### config.mk
export PLATFORM = sky130hd
export DESIGN_NAME = bcd_count_sequencer_flat
export DESIGN_NICKNAME = d
export VERILOG_FILES = /design/src/rtl/bcd_count_sequencer_if.sv /design/src/rtl/bcd_count_sequencer.sv /design/src/flat_wrapper.sv
export SDC_FILE = /design/constraint.sdc
export NUM_CORES = 1
export LEC_CHECK = 0
export CAP_MARGIN = 10
export CELL_PAD_IN_SITES_DETAIL_PLACEMENT = 1
export CELL_PAD_IN_SITES_GLOBAL_PLACEMENT = 1
export CORE_UTILIZATION = 31
export DETAILED_ROUTE_END_ITERATION = 10
export PLACE_DENSITY_LB_ADDON = 0.1
export SLEW_MARGIN = 20
export SYNTH_ARGS = -nofsm -noshare
export SYNTH_HDL_FRONTEND = slang
export SYNTH_SLANG_ARGS = --single-unit
### constraint.sdc
create_clock -name clk -period 2.5 [get_ports clk]
set_clock_uncertainty 0.1 [all_clocks]
set_input_delay 0.5 -clock clk [delete_from_list [all_inputs] [get_ports clk]]
set_output_delay 0.5 -clock clk [all_outputs]
set_load 0.005 [all_outputs]
### src/rtl/bcd_count_sequencer_if.sv
// ---------------------------------------------------------------------------------------------
// bcd_count_sequencer_if
//   Bundles the sequencer's button, terminal-value and counter-chain signals.
//   slave  : the sequencer itself (consumes buttons/qdata, drives chain controls and status).
//   master : the surrounding board logic / counter chain (drives buttons, term_bcd, qdata).
//
//   start      1   begin / resume counting
//   stop       1   pause in RUN, abort in PAUSE
//   term_bcd   16  terminal value, 4 BCD nibbles, [15:12] = thousands
//   qdata      16  current BCD value from the counter chain
//   cnt_ena    1   one-cycle increment pulse to the chain
//   cnt_clr    1   synchronous clear to the chain
//   led_blink  4   digit-match indicator / flash output
//   done       1   one-cycle pulse when the terminal value is reached
//   state      3   IDLE=0 RUN=1 PAUSE=2 HOLD=3 CLEAR=4
// ---------------------------------------------------------------------------------------------
interface bcd_count_sequencer_if;
  logic        start;
  logic        stop;
  logic [15:0] term_bcd;
  logic [15:0] qdata;
  logic        cnt_ena;
  logic        cnt_clr;
  logic [3:0]  led_blink;
  logic        done;
  logic [2:0]  state;

  modport slave (
    input  start,
    input  stop,
    input  term_bcd,
    input  qdata,
    output cnt_ena,
    output cnt_clr,
    output led_blink,
    output done,
    output state
  );

  modport master (
    output start,
    output stop,
    output term_bcd,
    output qdata,
    input  cnt_ena,
    input  cnt_clr,
    input  led_blink,
    input  done,
    input  state
  );
endinterface

### src/rtl/bcd_count_sequencer.sv
// ---------------------------------------------------------------------------------------------
// bcd_count_sequencer
//   Run/pause/stop sequencer for a 4-digit BCD counter chain. Divides clk into a count tick,
//   pulses the chain's increment enable once per tick while running, clears the chain on
//   start/abort/completion, and flashes the digit LEDs for HOLD_TICKS ticks once the chain
//   reaches the latched terminal value.
//
// Parameters
//   TICK_DIV    clk cycles per count tick (>= 2)
//   HOLD_TICKS  ticks spent flashing in HOLD before clearing (>= 1)
//
// Ports
//   clk     system clock, all logic on posedge
//   rst     synchronous, active-low reset
//   bus_io  slave side of bcd_count_sequencer_if (buttons, terminal value, chain
//           feedback in; cnt_ena / cnt_clr / led_blink / done / state out, all registered)
//
// Build option
//   BCD_SEQ_AUTO_RESTART_EN  when defined, leaving HOLD restarts counting from 0000 and
//                            stop is honoured in HOLD; when undefined, HOLD returns to IDLE
//                            and ignores stop.
// ---------------------------------------------------------------------------------------------
module bcd_count_sequencer #(
  parameter int unsigned TICK_DIV   = 50_000_000,
  parameter int unsigned HOLD_TICKS = 6
) (
  input  logic                        clk,
  input  logic                        rst,
  bcd_count_sequencer_if.slave        bus_io
);

  localparam int unsigned PrescW = (TICK_DIV > 1) ? $clog2(TICK_DIV) : 1;
  localparam int unsigned HoldW  = $clog2(HOLD_TICKS + 1);

  localparam logic [PrescW-1:0] PrescMax = PrescW'(TICK_DIV - 1);
  localparam logic [HoldW-1:0]  HoldLast = HoldW'(HOLD_TICKS - 1);

  localparam logic [15:0] TermDefault = 16'h9999;

  localparam logic [2:0] StIdle  = 3'd0;
  localparam logic [2:0] StRun   = 3'd1;
  localparam logic [2:0] StPause = 3'd2;
  localparam logic [2:0] StHold  = 3'd3;
  localparam logic [2:0] StClear = 3'd4;

`ifdef BCD_SEQ_AUTO_RESTART_EN
  localparam logic AutoRestart = 1'b1;
`else
  localparam logic AutoRestart = 1'b0;
`endif

  logic [2:0]        state_q,     state_d;
  logic [PrescW-1:0] presc_q,     presc_d;
  logic [HoldW-1:0]  hold_q,      hold_d;
  logic              phase_q,     phase_d;
  logic [15:0]       term_q,      term_d;
  logic              go_q,        go_d;
  logic              cnt_ena_q,   cnt_ena_d;
  logic              cnt_clr_q,   cnt_clr_d;
  logic [3:0]        led_blink_q, led_blink_d;
  logic              done_q,      done_d;

  logic              tick;
  logic              at_term;
  logic [PrescW-1:0] presc_adv;
  logic [3:0]        digit_match;

  // A terminal value with any nibble above 9 can never be reached by a BCD chain.
  function automatic logic is_bcd(input logic [15:0] v);
    logic ok;
    ok = 1'b1;
    for (int i = 0; i < 4; i++) begin
      if (v[4*i +: 4] > 4'd9) ok = 1'b0;
    end
    return ok;
  endfunction

  assign tick      = (presc_q == PrescMax);
  assign presc_adv = tick ? '0 : presc_q + PrescW'(1);
  assign at_term   = (bus_io.qdata == term_q);

  // Next-state logic
  always_comb begin
    state_d   = state_q;
    presc_d   = presc_q;
    hold_d    = hold_q;
    phase_d   = phase_q;
    term_d    = term_q;
    go_d      = go_q;
    cnt_ena_d = 1'b0;
    done_d    = 1'b0;

    case (state_q)
      StIdle: begin
        presc_d = '0;
        hold_d  = '0;
        if (bus_io.start) begin
          state_d = StClear;
          go_d    = 1'b1;
          term_d  = is_bcd(bus_io.term_bcd) ? bus_io.term_bcd : TermDefault;
        end
      end

      StClear: begin
        presc_d = '0;
        hold_d  = '0;
        go_d    = 1'b0;
        state_d = go_q ? StRun : StIdle;
      end

      StRun: begin
        presc_d = presc_adv;
        if (bus_io.stop) begin
          // Any tick landing on this cycle is dropped.
          state_d = StPause;
        end else if (at_term && !cnt_ena_q) begin
          // cnt_ena_q high means qdata is stale this cycle; wait for the chain to settle.
          state_d = StHold;
          done_d  = 1'b1;
          hold_d  = '0;
          phase_d = 1'b1;
        end else if (tick && !at_term) begin
          cnt_ena_d = 1'b1;
        end
      end

      StPause: begin
        // Prescaler left untouched so a resume finishes the interrupted tick period.
        if (bus_io.stop) begin
          state_d = StClear;
          go_d    = 1'b0;
        end else if (bus_io.start) begin
          state_d = StRun;
        end
      end

      StHold: begin
        presc_d = presc_adv;
        if (AutoRestart && bus_io.stop) begin
          state_d = StClear;
          go_d    = 1'b0;
        end else if (tick) begin
          phase_d = ~phase_q;
          if (hold_q == HoldLast) begin
            state_d = StClear;
            go_d    = AutoRestart;
            hold_d  = '0;
          end else begin
            hold_d = hold_q + HoldW'(1);
          end
        end
      end

      default: begin
        state_d = StIdle;
        presc_d = '0;
        hold_d  = '0;
        go_d    = 1'b0;
      end
    endcase
  end

  // Registered outputs are computed from the next state so they line up with state_q.
  always_comb begin
    for (int i = 0; i < 4; i++) begin
      digit_match[i] = (bus_io.qdata[4*i +: 4] == term_d[4*i +: 4]);
    end

    cnt_clr_d = (state_d == StClear);

    case (state_d)
      StHold:         led_blink_d = {4{phase_d}};
      StRun, StPause: led_blink_d = digit_match;
      default:        led_blink_d = 4'b0000;
    endcase
  end

  always_ff @(posedge clk) begin
    if (!rst) begin
      state_q     <= StIdle;
      presc_q     <= '0;
      hold_q      <= '0;
      phase_q     <= 1'b0;
      term_q      <= TermDefault;
      go_q        <= 1'b0;
      cnt_ena_q   <= 1'b0;
      cnt_clr_q   <= 1'b0;
      led_blink_q <= 4'b0000;
      done_q      <= 1'b0;
    end else begin
      state_q     <= state_d;
      presc_q     <= presc_d;
      hold_q      <= hold_d;
      phase_q     <= phase_d;
      term_q      <= term_d;
      go_q        <= go_d;
      cnt_ena_q   <= cnt_ena_d;
      cnt_clr_q   <= cnt_clr_d;
      led_blink_q <= led_blink_d;
      done_q      <= done_d;
    end
  end

  assign bus_io.cnt_ena   = cnt_ena_q;
  assign bus_io.cnt_clr   = cnt_clr_q;
  assign bus_io.led_blink = led_blink_q;
  assign bus_io.done      = done_q;
  assign bus_io.state     = state_q;

endmodule

### src/flat_wrapper.sv
// flat-port wrapper written by rule: the top's interface ports become plain ports
module bcd_count_sequencer_flat 
#(
  parameter int unsigned TICK_DIV   = 50_000_000,
  parameter int unsigned HOLD_TICKS = 6
)
  (clk, rst, bus_io_start, bus_io_stop, bus_io_term_bcd, bus_io_qdata, bus_io_cnt_ena, bus_io_cnt_clr, bus_io_led_blink, bus_io_done, bus_io_state);
  bcd_count_sequencer_if bus_io_i ();
  input  logic clk;
  input  logic rst;
  input wire logic [$bits(bus_io_i.start)-1:0] bus_io_start;
  input wire logic [$bits(bus_io_i.stop)-1:0] bus_io_stop;
  input wire logic [$bits(bus_io_i.term_bcd)-1:0] bus_io_term_bcd;
  input wire logic [$bits(bus_io_i.qdata)-1:0] bus_io_qdata;
  output wire logic [$bits(bus_io_i.cnt_ena)-1:0] bus_io_cnt_ena;
  output wire logic [$bits(bus_io_i.cnt_clr)-1:0] bus_io_cnt_clr;
  output wire logic [$bits(bus_io_i.led_blink)-1:0] bus_io_led_blink;
  output wire logic [$bits(bus_io_i.done)-1:0] bus_io_done;
  output wire logic [$bits(bus_io_i.state)-1:0] bus_io_state;
  assign bus_io_i.start = bus_io_start;
  assign bus_io_i.stop = bus_io_stop;
  assign bus_io_i.term_bcd = bus_io_term_bcd;
  assign bus_io_i.qdata = bus_io_qdata;
  assign bus_io_cnt_ena = bus_io_i.cnt_ena;
  assign bus_io_cnt_clr = bus_io_i.cnt_clr;
  assign bus_io_led_blink = bus_io_i.led_blink;
  assign bus_io_done = bus_io_i.done;
  assign bus_io_state = bus_io_i.state;
  bcd_count_sequencer #(.TICK_DIV(TICK_DIV), .HOLD_TICKS(HOLD_TICKS)) u_core (.clk(clk), .rst(rst), .bus_io(bus_io_i));
endmodule
==> metrics.md <==
| Metric | Value |
|---|---|
| Run status | completed |
| # setup viols final | 0 |
| Die X | 103 um |
| Fillers | 1,203 |
| Number of global-route vias before repair | 3,559 |
| Setup CP Type | input port to register |
| Post-route ant nets | 0 |
| First-pass GRT wire length | 17,900 um |
| Boundary Pins | 46 |
| Post-Syn Area | 0.00319 mm^2 |
| Slew headroom | 63.4% |
| Worst-path clk slew | 0.07 ns |
| Synth-to-layout area growth | 42.2% |
| CP required | 2.68 ns |
| Final worst path period share | 94.3% |
| Row count | 36 |
| Synth Register Bits | 57 |
| Largest area contributor in the netlist | dfxtp_1 |
| WL final | 11,100 um |
| Final nets | 544 |
| CP endpoint kind | register |
| Largest net degree at the start of global routing | 19 |
| Achievable Freq | 424 MHz |
| CTS Hold Bufs | 0 |
| H-Tree Depth | 3 |
| CTS Buf Count | 9 |
| Fin area | 0.00454 mm^2 |
| Diode count | 0 |
| Pwr Density | 480 mW/mm^2 |
| Initial antenna violation count | 0 |
| Wirelength per Cell | 17.2 um |
| EDFF count, synth | 0 |
| CP arrival | 2.53 ns |
| Post-Syn Instances | 389 |
| Yosys cell types | 64 |
| DP Area | 0.00430 mm^2 |
| GRT Util Overall | 22.5% |
| Drt first pass iters | 5 |
| Seq/Total Area, Yosys | 35.8% |
| VDD IR max | 308 uV |
| Core area | 0.00986 mm^2 |
| Setup crit start kind | input port |
| Most common library cells after synthesis | 57 x dfxtp_1, 43 x nor2_1, 26 x a21oi_1, 26 x inv_1, 19 x xnor2_1 |
| Worst min path class | register to register |
| Static Leak | 1.73 nW |
| Dpl hpwl | 8490 um |
| DRT iter0 DRCs | 97 |
| Starting Density | 32.4% |
| Maxcap violations | 0 |
| Yosys top cell area share | 35.8% |
| Clk Latency, worst-skew pair | 0.36 ns |
| Vias post-DR | 3,410 |
| Post-Syn Area per Cell | 8.21 um^2 |
| CTS tree | done |
| Post-Syn Nets | 426 |
| Yosys warns | 0 |
| CTS Sinks | 57 |
| Actual slew at the worst max-slew pin | 0.544 ns |
| Routability Congestion | 0.878 |
| Max clock buf depth | 2 |
| Asr flop ratio synth | 0% |
| Chip height | 103 um |
| Vias per cell | 5.29 |
| Final hold viol count | 0 |
| Synth top area cells | dfxtp_1 36%, xnor2_1 5.2%, nor2_1 5.1%, a21oi_1 4.1%, inv_1 3.1% |
| Primary FF master, synth | dfxtp_1 |
| Dpl ws | -0.224 ns |
| Layout cells sized above 1 | 21.7% |
| Die area | 0.0107 mm^2 |
| Setup ws final | 0.143 ns |
| Final Max Slew Viols | 0 |
| Fin Setup TNS | 0 ns |
| Crit path max fanout | 4 |
| PortBufs | 45 |
| DRC errors left | 0 |
| Tmin final | 2.36 ns |
| GRT Residual Overflow | 0 |
| CTS Root Cell | clkbuf_8 |
| RSZ-0062 raised after global routing | no |
| Count leader, synth | dfxtp_1 |
-- cell usage in the layout, fill, tap and decap left out, types with 9 or more instances in the layout --
master           synthesis  final
inv_1                   26     26
nor2_1                  43     43
nand3_1                 14     14
a22oi_1                  9      9
dfxtp_1                 57     56
nand4_1                 14     14
nand2_1                 18     18
a21oi_1                 26     26
o21ai_0                 18     18
buf_4                    0     76
clkdlybuf4s50_1          0     44
clkbuf_8                 0      9
nor4_1                   9      9
nor3_1                  11     11
xor2_1                   9      9
o22ai_1                 15     15
xnor2_1                 19     19
-- final timing paths --
kind                                              from                    endpoint  slack, ns  cells after the start
worst max-delay path               bus_io_term_bcd[14]  u_core.bus_io.led_blink[2]       0.14                      9
worst max register to register  u_core.bus_io.state[0]  u_core.bus_io.led_blink[2]       0.27                      7
worst min-delay path                    u_core.phase_q              u_core.phase_q       0.40                      1
worst min register to register          u_core.phase_q              u_core.phase_q       0.40                      1
-- registers in the layout, indices dropped and copies added (netlist names) --
signal                   cells
u_core.phase_q               1
u_core.bus_io.state          3
u_core.bus_io.done           1
u_core.hold_q                3
u_core.presc_q              26
u_core.bus_io.cnt_clr        1
u_core.term_q               16
u_core.bus_io.cnt_ena        1
u_core.bus_io.led_blink      4
u_core.go_q                  1
-- kinds of logic after synthesis --
kind of cell    share of synthesized area [%]
simple gates                             27.0
flops                                    35.8
xor+xnor                                 7.68
fa+ha+maj                               0.392
compound gates                           23.4
buf+inv                                  5.76
-- where the power goes --
group	switching (W)	total (W)	internal, W
clock network	0.000409	0.000965	0.000556
registers	0.0000108	0.000929	0.000918
logic	0.000130	0.000288	0.000158
total	0.000550	0.00218	0.00163
-- stage by stage --
stage | hold slack, ns | power, W | utilization, % | instances
6_report | 0.403 | 0.00218 | 46.0 | 645
4_1_cts | 0.402 | 0.00220 | 45.7 | 643
5_1_grt | 0.431 | 0.00226 | 46.0 | 645
2_1_floorplan | 0.361 | 0.00106 | - | 389
3_5_place_dp | 0.387 | 0.00124 | 43.6 | 627
3_3_place_gp | 0.382 | 0.00123 | 43.6 | 627
-- timing repair --
item                       in CTS  in global routing
setup endpoints to repair       0                  5
buffers inserted                0                  2
resized for setup               0                  5
hold endpoints to repair        0                  0
-- per-layer routing --
layer | GRT usage (%) | wire length, um | vias up | share of wire [%]
li1 | - | - | 1678 | -
met1 | 26.4 | 4930 | 1648 | 44
met2 | 39.7 | 5550 | 63 | 50
met3 | 5.04 | 332 | 21 | 3.0
met4 | 8.78 | 306 | 0 | 2.8
met5 | 0 | 0 | - | 0
-- critical path: stages --
cell	delay, ns
clkdlybuf4s50_1	0.44
o21ai_0	0.21
buf_4	0.15
nand4_2	0.11
buf_4	0.18
nor2_1	0.23
a22oi_1	0.15
a221o_1	0.39
o31ai_1	0.18
-- area by class of cell --
cell class | instances | area (um^2) | share of cell area (%)
tap | 133 | 166 | 3.67
inverter | 27 | 101 | 2.23
multi-input combinational | 289 | 1870 | 41.3
timing repair buffer | 123 | 1050 | 23.0
sequential | 57 | 1140 | 25.2
clock inverter | 6 | 82.6 | 1.82
clock buffer | 10 | 128 | 2.81
(Power assumes the default switching activity.)
